### src/rtl/video_pkg.sv
// rtl/video_pkg.sv - shared Avalon-MM widths, port ids and arbiter types
package video_pkg;

    localparam int PORT_VDMA  = 0;
    localparam int PORT_AUX   = 1;
    localparam int AV_ADDR_W  = 32;
    localparam int AV_DATA_W  = 32;
    localparam int AV_BURST_W = 8;

    typedef enum logic [1:0] {
        IDLE,
        GRANT0,
        GRANT1
    } arb_state_t;

    // One in-flight read burst: owning requester and beats still to be routed.
    typedef struct packed {
        logic                  port;
        logic [AV_BURST_W-1:0] beats;
    } burst_tag_t;

endpackage

### src/rtl/ddr_read_arbiter_if.sv
// rtl/ddr_read_arbiter_if.sv - Avalon-MM burst read channel
interface ddr_read_arbiter_if;
    import video_pkg::*;

    logic [AV_ADDR_W-1:0]  address;
    logic                  read;
    logic [AV_BURST_W-1:0] burstcount;
    logic                  waitrequest;
    logic [AV_DATA_W-1:0]  readdata;
    logic                  readdatavalid;

    modport master (
        output address, read, burstcount,
        input  waitrequest, readdata, readdatavalid
    );

    modport slave (
        input  address, read, burstcount,
        output waitrequest, readdata, readdatavalid
    );

endinterface

### src/rtl/burst_tag_fifo.sv
// rtl/burst_tag_fifo.sv - first-word-fall-through queue of in-flight burst tags
module burst_tag_fifo #(
    parameter int DEPTH = 4,
    parameter int WIDTH = 9
) (
    input  logic             clk_50,
    input  logic             reset_n,
    input  logic             push,
    input  logic [WIDTH-1:0] push_data,
    input  logic             pop,
    output logic [WIDTH-1:0] head_data,
    output logic             empty,
    output logic             full
);

    localparam int PW = (DEPTH > 1) ? $clog2(DEPTH) : 1;
    localparam int CW = $clog2(DEPTH + 1);

    logic [WIDTH-1:0] mem [DEPTH];
    logic [PW-1:0]    wr_ptr;
    logic [PW-1:0]    rd_ptr;
    logic [CW-1:0]    count;
    logic             do_push;
    logic             do_pop;

    function automatic logic [PW-1:0] next_ptr(input logic [PW-1:0] p);
        return (p == PW'(DEPTH - 1)) ? '0 : p + PW'(1);
    endfunction

    // Fullness comes from the registered count, so a pop never frees a slot for the same cycle.
    assign empty     = (count == '0);
    assign full      = (count == CW'(DEPTH));
    assign do_push   = push && !full;
    assign do_pop    = pop && !empty;
    assign head_data = mem[rd_ptr];

    always_ff @(posedge clk_50 or negedge reset_n) begin
        if (!reset_n) begin
            wr_ptr <= '0;
            rd_ptr <= '0;
            count  <= '0;
        end else begin
            if (do_push) wr_ptr <= next_ptr(wr_ptr);
            if (do_pop)  rd_ptr <= next_ptr(rd_ptr);
            case ({do_push, do_pop})
                2'b10:   count <= count + CW'(1);
                2'b01:   count <= count - CW'(1);
                default: count <= count;
            endcase
        end
    end

    always_ff @(posedge clk_50) begin
        if (do_push) mem[wr_ptr] <= push_data;
    end

endmodule

### src/rtl/ddr_read_arbiter.sv
// rtl/ddr_read_arbiter.sv - two-port DDR3 burst read arbiter with starvation guard
module ddr_read_arbiter
    import video_pkg::*;
#(
    parameter int MAX_OUTSTANDING = 4,
    parameter int STARVE_LIMIT    = 16,
    parameter int MAX_BURST       = 128
) (
    input  logic              clk_50,
    input  logic              reset_n,
    ddr_read_arbiter_if.slave  s0,
    ddr_read_arbiter_if.slave  s1,
    ddr_read_arbiter_if.master m,
    output logic              err
);

    localparam int                    TAG_W      = $bits(burst_tag_t);
    localparam logic [4:0]            STARVE_MAX = 5'(STARVE_LIMIT);
    localparam logic [AV_BURST_W-1:0] BURST_MAX  = AV_BURST_W'(MAX_BURST);

    arb_state_t            state;
    arb_state_t            state_next;
    logic                  grant_port;
    logic                  accept;
    logic                  bc_bad;
    logic                  starve_hit;
    logic                  q_empty;
    logic                  q_full;
    logic                  beat_valid;
    logic                  last_beat;
    logic [AV_BURST_W-1:0] acc_bc;
    logic [AV_BURST_W-1:0] beat_cnt;
    logic [4:0]            starve_cnt;
    logic [TAG_W-1:0]      head_bits;
    burst_tag_t            push_tag;
    burst_tag_t            head_tag;

    assign grant_port = (state == GRANT1);
    assign accept     = ((state == GRANT0 && s0.read) || (state == GRANT1 && s1.read))
                        && !m.waitrequest;
    assign acc_bc     = grant_port ? s1.burstcount : s0.burstcount;
    assign bc_bad     = (acc_bc == '0) || (acc_bc > BURST_MAX);
    assign starve_hit = (starve_cnt == STARVE_MAX);

    // Illegal lengths go to the DDR untouched but are routed as a single beat.
    assign push_tag = '{port: grant_port, beats: bc_bad ? AV_BURST_W'(1) : acc_bc};

    burst_tag_fifo #(
        .DEPTH (MAX_OUTSTANDING),
        .WIDTH (TAG_W)
    ) u_tag_fifo (
        .clk_50    (clk_50),
        .reset_n   (reset_n),
        .push      (accept),
        .push_data (push_tag),
        .pop       (last_beat),
        .head_data (head_bits),
        .empty     (q_empty),
        .full      (q_full)
    );

    assign head_tag   = burst_tag_t'(head_bits);
    assign beat_valid = m.readdatavalid && !q_empty;
    assign last_beat  = beat_valid && ((beat_cnt + AV_BURST_W'(1)) == head_tag.beats);

    assign s0.readdata      = m.readdata;
    assign s1.readdata      = m.readdata;
    assign s0.readdatavalid = beat_valid && (head_tag.port == 1'(PORT_VDMA));
    assign s1.readdatavalid = beat_valid && (head_tag.port == 1'(PORT_AUX));

    always_ff @(posedge clk_50 or negedge reset_n) begin
        if (!reset_n) state <= IDLE;
        else          state <= state_next;
    end

    always_comb begin
        state_next     = state;
        m.read         = 1'b0;
        m.address      = '0;
        m.burstcount   = '0;
        s0.waitrequest = 1'b1;
        s1.waitrequest = 1'b1;
        case (state)
            IDLE: begin
                if (s1.read && !q_full && (!s0.read || starve_hit)) state_next = GRANT1;
                else if (s0.read && !q_full)                        state_next = GRANT0;
            end
            GRANT0: begin
                m.read         = s0.read;
                m.address      = s0.address;
                m.burstcount   = s0.burstcount;
                s0.waitrequest = m.waitrequest;
                if (!s0.read || !m.waitrequest) state_next = IDLE;
            end
            GRANT1: begin
                m.read         = s1.read;
                m.address      = s1.address;
                m.burstcount   = s1.burstcount;
                s1.waitrequest = m.waitrequest;
                if (!s1.read || !m.waitrequest) state_next = IDLE;
            end
            default: state_next = IDLE;
        endcase
    end

    always_ff @(posedge clk_50 or negedge reset_n) begin
        if (!reset_n)        beat_cnt <= '0;
        else if (last_beat)  beat_cnt <= '0;
        else if (beat_valid) beat_cnt <= beat_cnt + AV_BURST_W'(1);
    end

    // Counts port-0 wins only while port 1 is actually waiting.
    always_ff @(posedge clk_50 or negedge reset_n) begin
        if (!reset_n)                                     starve_cnt <= '0;
        else if ((accept && grant_port) || !s1.read)      starve_cnt <= '0;
        else if (accept && !grant_port && starve_cnt != 5'h1f) starve_cnt <= starve_cnt + 5'd1;
    end

    always_ff @(posedge clk_50 or negedge reset_n) begin
        if (!reset_n)                                              err <= 1'b0;
        else if ((m.readdatavalid && q_empty) || (accept && bc_bad)) err <= 1'b1;
    end

endmodule

### src/flat_wrapper.sv
// flat-port wrapper written by rule: the top's interface ports become plain ports
module ddr_read_arbiter_flat import video_pkg::*;
#(
    parameter int MAX_OUTSTANDING = 4,
    parameter int STARVE_LIMIT    = 16,
    parameter int MAX_BURST       = 128
)
  (clk_50, reset_n, err, s0_address, s0_read, s0_burstcount, s0_waitrequest, s0_readdata, s0_readdatavalid, s1_address, s1_read, s1_burstcount, s1_waitrequest, s1_readdata, s1_readdatavalid, m_address, m_read, m_burstcount, m_waitrequest, m_readdata, m_readdatavalid);
  ddr_read_arbiter_if s0_i ();
  ddr_read_arbiter_if s1_i ();
  ddr_read_arbiter_if m_i ();
  input  logic clk_50;
  input  logic reset_n;
  output logic err;
  input wire logic [$bits(s0_i.address)-1:0] s0_address;
  input wire logic [$bits(s0_i.read)-1:0] s0_read;
  input wire logic [$bits(s0_i.burstcount)-1:0] s0_burstcount;
  output wire logic [$bits(s0_i.waitrequest)-1:0] s0_waitrequest;
  output wire logic [$bits(s0_i.readdata)-1:0] s0_readdata;
  output wire logic [$bits(s0_i.readdatavalid)-1:0] s0_readdatavalid;
  input wire logic [$bits(s1_i.address)-1:0] s1_address;
  input wire logic [$bits(s1_i.read)-1:0] s1_read;
  input wire logic [$bits(s1_i.burstcount)-1:0] s1_burstcount;
  output wire logic [$bits(s1_i.waitrequest)-1:0] s1_waitrequest;
  output wire logic [$bits(s1_i.readdata)-1:0] s1_readdata;
  output wire logic [$bits(s1_i.readdatavalid)-1:0] s1_readdatavalid;
  output wire logic [$bits(m_i.address)-1:0] m_address;
  output wire logic [$bits(m_i.read)-1:0] m_read;
  output wire logic [$bits(m_i.burstcount)-1:0] m_burstcount;
  input wire logic [$bits(m_i.waitrequest)-1:0] m_waitrequest;
  input wire logic [$bits(m_i.readdata)-1:0] m_readdata;
  input wire logic [$bits(m_i.readdatavalid)-1:0] m_readdatavalid;
  assign s0_i.address = s0_address;
  assign s0_i.read = s0_read;
  assign s0_i.burstcount = s0_burstcount;
  assign s0_waitrequest = s0_i.waitrequest;
  assign s0_readdata = s0_i.readdata;
  assign s0_readdatavalid = s0_i.readdatavalid;
  assign s1_i.address = s1_address;
  assign s1_i.read = s1_read;
  assign s1_i.burstcount = s1_burstcount;
  assign s1_waitrequest = s1_i.waitrequest;
  assign s1_readdata = s1_i.readdata;
  assign s1_readdatavalid = s1_i.readdatavalid;
  assign m_address = m_i.address;
  assign m_read = m_i.read;
  assign m_burstcount = m_i.burstcount;
  assign m_i.waitrequest = m_waitrequest;
  assign m_i.readdata = m_readdata;
  assign m_i.readdatavalid = m_readdatavalid;
  ddr_read_arbiter #(.MAX_OUTSTANDING(MAX_OUTSTANDING), .STARVE_LIMIT(STARVE_LIMIT), .MAX_BURST(MAX_BURST)) u_core (.clk_50(clk_50), .reset_n(reset_n), .s0(s0_i), .s1(s1_i), .m(m_i), .err(err));
endmodule
### config.mk
export PLATFORM = sky130hd
export DESIGN_NAME = ddr_read_arbiter_flat
export DESIGN_NICKNAME = d
export VERILOG_FILES = /design/src/rtl/video_pkg.sv /design/src/rtl/ddr_read_arbiter_if.sv /design/src/rtl/burst_tag_fifo.sv /design/src/rtl/ddr_read_arbiter.sv /design/src/flat_wrapper.sv
export SDC_FILE = /design/constraint.sdc
export NUM_CORES = 1
export LEC_CHECK = 0
export ABC_AREA = 1
export CAP_MARGIN = 10
export CORE_AREA = 2 2 106 108
export CTS_BUF_LIST = sky130_fd_sc_hd__clkbuf_8
export CTS_CLUSTER_SIZE = 8
export DETAILED_ROUTE_END_ITERATION = 7
export DIE_AREA = 0 0 108 110
export HOLD_SLACK_MARGIN = 0.08
export PLACE_DENSITY = 0.9
export SKIP_LAST_GASP = 1
export SLEW_MARGIN = 20
export SYNTH_ARGS = -nofsm -noshare
export SYNTH_HDL_FRONTEND = slang
export SYNTH_SLANG_ARGS = --single-unit
### constraint.sdc
create_clock -name clk_50 -period 3.2 [get_ports clk_50]
set_clock_uncertainty 0.05 [all_clocks]
set_input_delay 0.96 -clock clk_50 [delete_from_list [all_inputs] [get_ports clk_50]]
set_output_delay 0.96 -clock clk_50 [all_outputs]
set_load 0.01 [all_outputs]
==> results.json <==
{
  "critPathMaxStageDelay_ns": 0.48,
  "startpoint": "m_readdatavalid",
  "grt_pass1_wl_um": 18910,
  "holdBufCountCts": 0,
  "synth_edf_count": 36,
  "yosysTopAreaCell": "edfxtp_1",
  "crit_path_end_kind": "output pin",
  "synthCells": 592,
  "port_buffers": 131,
  "cp_max_fo": 2,
  "clkSlewWorstSetupHoldPaths_ns": 0.07,
  "boundaryPins": 228,
  "die_y_um": 110,
  "dominantRegCellSynth": "edfxtp_1",
  "worstMarginPinSlew_ns": 0.4968,
  "grt_util_all_layers_pct": 20.49,
  "die_w_um": 108,
  "path_cells": "clkdlybuf4s50_1 -> inv_1 -> a31oi_2 -> clkinv_1 -> buf_4 -> nor2_1 -> clkdlybuf4s15_1",
  "status": "complete, but fails checks",
  "hold_ws_ns": 0.4305,
  "drtIter0Drc": 240,
  "relSlewSlack_pct": 66.63,
  "ys_ff_latch": 59,
  "synthToLayoutAreaGrowth_pct": 33.86,
  "clk_latency_ns": 0.35,
  "hold_path.class": "flop to flop",
  "cts_tree": "built",
  "synth_area_leaders": "edfxtp_1 25%, nand2_1 18%, dfrtp_1 13%, buf_4 11%, a21oi_1 6.2%",
  "hold-path-cell-count": 1,
  "timing.final.ws_setup_ns": -0.03267,
  "ant_nets": 0,
  "worstPathArrival_ns": 2.22,
  "setup_violations": 1,
  "rows": 38,
  "ys_seq_area_share_pct": 38.19,
  "r2r_cells": 17,
  "grt_pass1_vias": 4198,
  "cts_buffers": 9,
  "wl_per_cell_um": 13.99,
  "syn_area_um2": 4338,
  "netlist.area_leader.share_pct": 24.92,
  "gp_congestion": 0.8289,
  "cap_violations": 0,
  "power.density_nw_per_um2": 573.4,
  "antenna_found_initial": 0,
  "crit_required_ns": 2.19,
  "synth_async_sr_flop_share_pct": 38.98,
  "root_buffer": "clkbuf_8",
  "hp-start": "u_core.starve_cnt[3]$_DFFE_PN0P_",
  "initial_core_util_pct": 40.55,
  "syn_area_per_cell_um2": 7.328,
  "violations": "negative setup slack",
  "cp-start-kind": "primary input",
  "first_pass_iters": 7,
  "peakVddDrop_mv": 0.3670,
  "final.min_clock_period_ns": 3.233,
  "synth_nets": 724,
  "dpl.hpwl_um": 8585,
  "clk_path_buf_depth": 2,
  "diodes": 0,
  "critPathKind": "primary input to output pin",
  "grt_overflow": 0,
  "yosysWarnings": 0,
  "pre_cts_ws_ns": -0.2707,
  "p_total_mw": 3.330,
  "fin_nets": 821,
  "yosysUniqueCellTypes": 37,
  "drt_wl_total_um": 11670,
  "clkSinkCount": 59,
  "cts_max_level": 3,
  "fp.dieArea_um2": 11880,
  "min_period_over_period_pct": 101.0,
  "cpMaxStageDelayCell": "clkdlybuf4s50_1",
  "report.final.slew_viol_count": 0,
  "vias": 4100,
  "drc": 0,
  "fmax_ghz": 0.3093,
  "final_hold_viol_count": 0,
  "nFillCells": 912,
  "vias_per_cell": 4.916,
  "r2r_start": "u_core.u_tag_fifo.rd_ptr[0]$_DFFE_PN0P_",
  "grt_start_max_net_pins": 29,
  "drive_above_1_share_pct": 12.68,
  "leakagePower_nw": 2.887,
  "rsz0062_at_grt": "yes",
  "coreArea_um2": 10700
}
-- metrics by stage --
step | setup TNS [ns] | util, % | cells | area (µm²)
finish | -0.03267 | 54.28 | 834 | 5807
global route | -0.1180 | 54.28 | 834 | 5807
CTS | -0.08635 | 53.64 | 834 | 5738
detailed placement | -1.494 | 51.70 | 816 | 5530
global placement | -1.291 | 51.70 | 816 | 5530
floorplan | 0 | - | 592 | 4338
-- report_power, final --
part	internal [mW]	total (mW)	switching [mW]
clock	0.362	0.694	0.332
combinational	0.656	1.59	0.931
sequential	0.936	1.05	0.113
total	1.95	3.33	1.38
-- cell type report --
type	instances	area, µm²	share of cell area (%)
well taps	140	175.2	3.017
clock buffers	9	123.9	2.133
multi-input cells	391	1868	32.17
inverters	56	217.7	3.749
repair buffers	172	1688	29.07
clock inverters	7	77.57	1.336
flip-flops and latches	59	1657	28.53
-- per-layer routing --
| layer | share of wire [%] | up-vias | routed length [µm] | global-route usage [%] |
|---|---|---|---|---|
| met3 | 6.3 | 33 | 739 | 5.938 |
| met1 | 36 | 1868 | 4193 | 20.24 |
| li1 | - | 2012 | - | - |
| met4 | 3.6 | 0 | 419 | 9.432 |
| met5 | 0 | - | 0 | 0 |
| met2 | 54 | 187 | 6317 | 39.40 |
-- flip-flops by register name, indices dropped and copies added, names as in the netlist --
name and count:
u_core.u_tag_fifo.wr_ptr 2, u_core.err 1, u_core.beat_cnt 8, u_core.starve_cnt 5
u_core.u_tag_fifo.count 3, u_core.state 2, u_core.u_tag_fifo.rd_ptr 2, u_core.u_tag_fifo.mem 36
-- what timing repair did --
| action | CTS | global route |
|---|---|---|
| setup endpoints to repair | 33 | 29 |
| setup buffers | 2 | 0 |
| gates resized for setup | 22 | 26 |
-- path summary, 6_finish.rpt --
path	slack (ns)	endpoint
worst max-delay path	-0.03	s0_readdatavalid
worst min-delay path	0.43	u_core.starve_cnt[3]$_DFFE_PN0P_
worst max register to register	0.34	u_core.u_tag_fifo.count[2]$_DFFE_PN0P_
worst min register to register	0.43	u_core.starve_cnt[3]$_DFFE_PN0P_
max in group asynchronous	1.92	u_core.state[0]$_DFFE_PN0P_
min in group asynchronous	0.92	u_core.u_tag_fifo.rd_ptr[0]$_DFFE_PN0P_
-- cell usage after synthesis, drive strengths merged (2+ instances only) --
library cell  number
nand2            225
buf               76
inv               55
a21oi             54
edfxtp            36
nand3             36
nor2              34
dfrtp             23
ha                13
clkbuf            10
o21ai              9
nor3               4
nand4              3
and2               2
-- layout by cell type (no fill, tap or decap), types with 2 or more instances in the layout --
master / netlist / routed
buf_4: 65 / 37
ha_1: 13 / 12
nand4_1: 3 / 3
inv_1: 50 / 50
nand3_1: 33 / 33
clkbuf_8: 0 / 9
nor2_4: 2 / 2
nand3_2: 3 / 3
clkdlybuf4s50_1: 0 / 90
dlygate4sd2_1: 0 / 17
inv_2: 4 / 4
a21oi_1: 54 / 52
dfrtp_1: 23 / 23
a21oi_2: 0 / 2
nor2_2: 4 / 4
clkinvlp_4: 0 / 4
buf_6: 4 / 2
buf_12: 0 / 2
edfxtp_1: 36 / 36
nand2_1: 212 / 212
and2_1: 2 / 2
nor3_1: 4 / 4
nand2_2: 13 / 13
nor2_1: 28 / 28
o21ai_0: 8 / 8
dlymetal6s2s_1: 0 / 23
-- cells by family (layout without fill, tap and decap cells) --
family	count (synthesis)	in the layout	synth area share, %
and+or+nand+nor	305	305	29.59
buffers and inverters	142	244	19.12
AOI/OAI and AO/OA	70	70	8.480
DFF	59	59	38.19
adders and majority gates	14	14	4.211
xor gates and xnor gates	2	2	0.4039
-- critical path: cells and delay by family --
family | cells | cell delay [ns]
buffers and inverters | 5 | 1.01
AO/OA/AOI/OAI | 1 | 0.16
AND/OR/NAND/NOR | 1 | 0.09
Note: power is estimated with default switching activity, not from simulation.
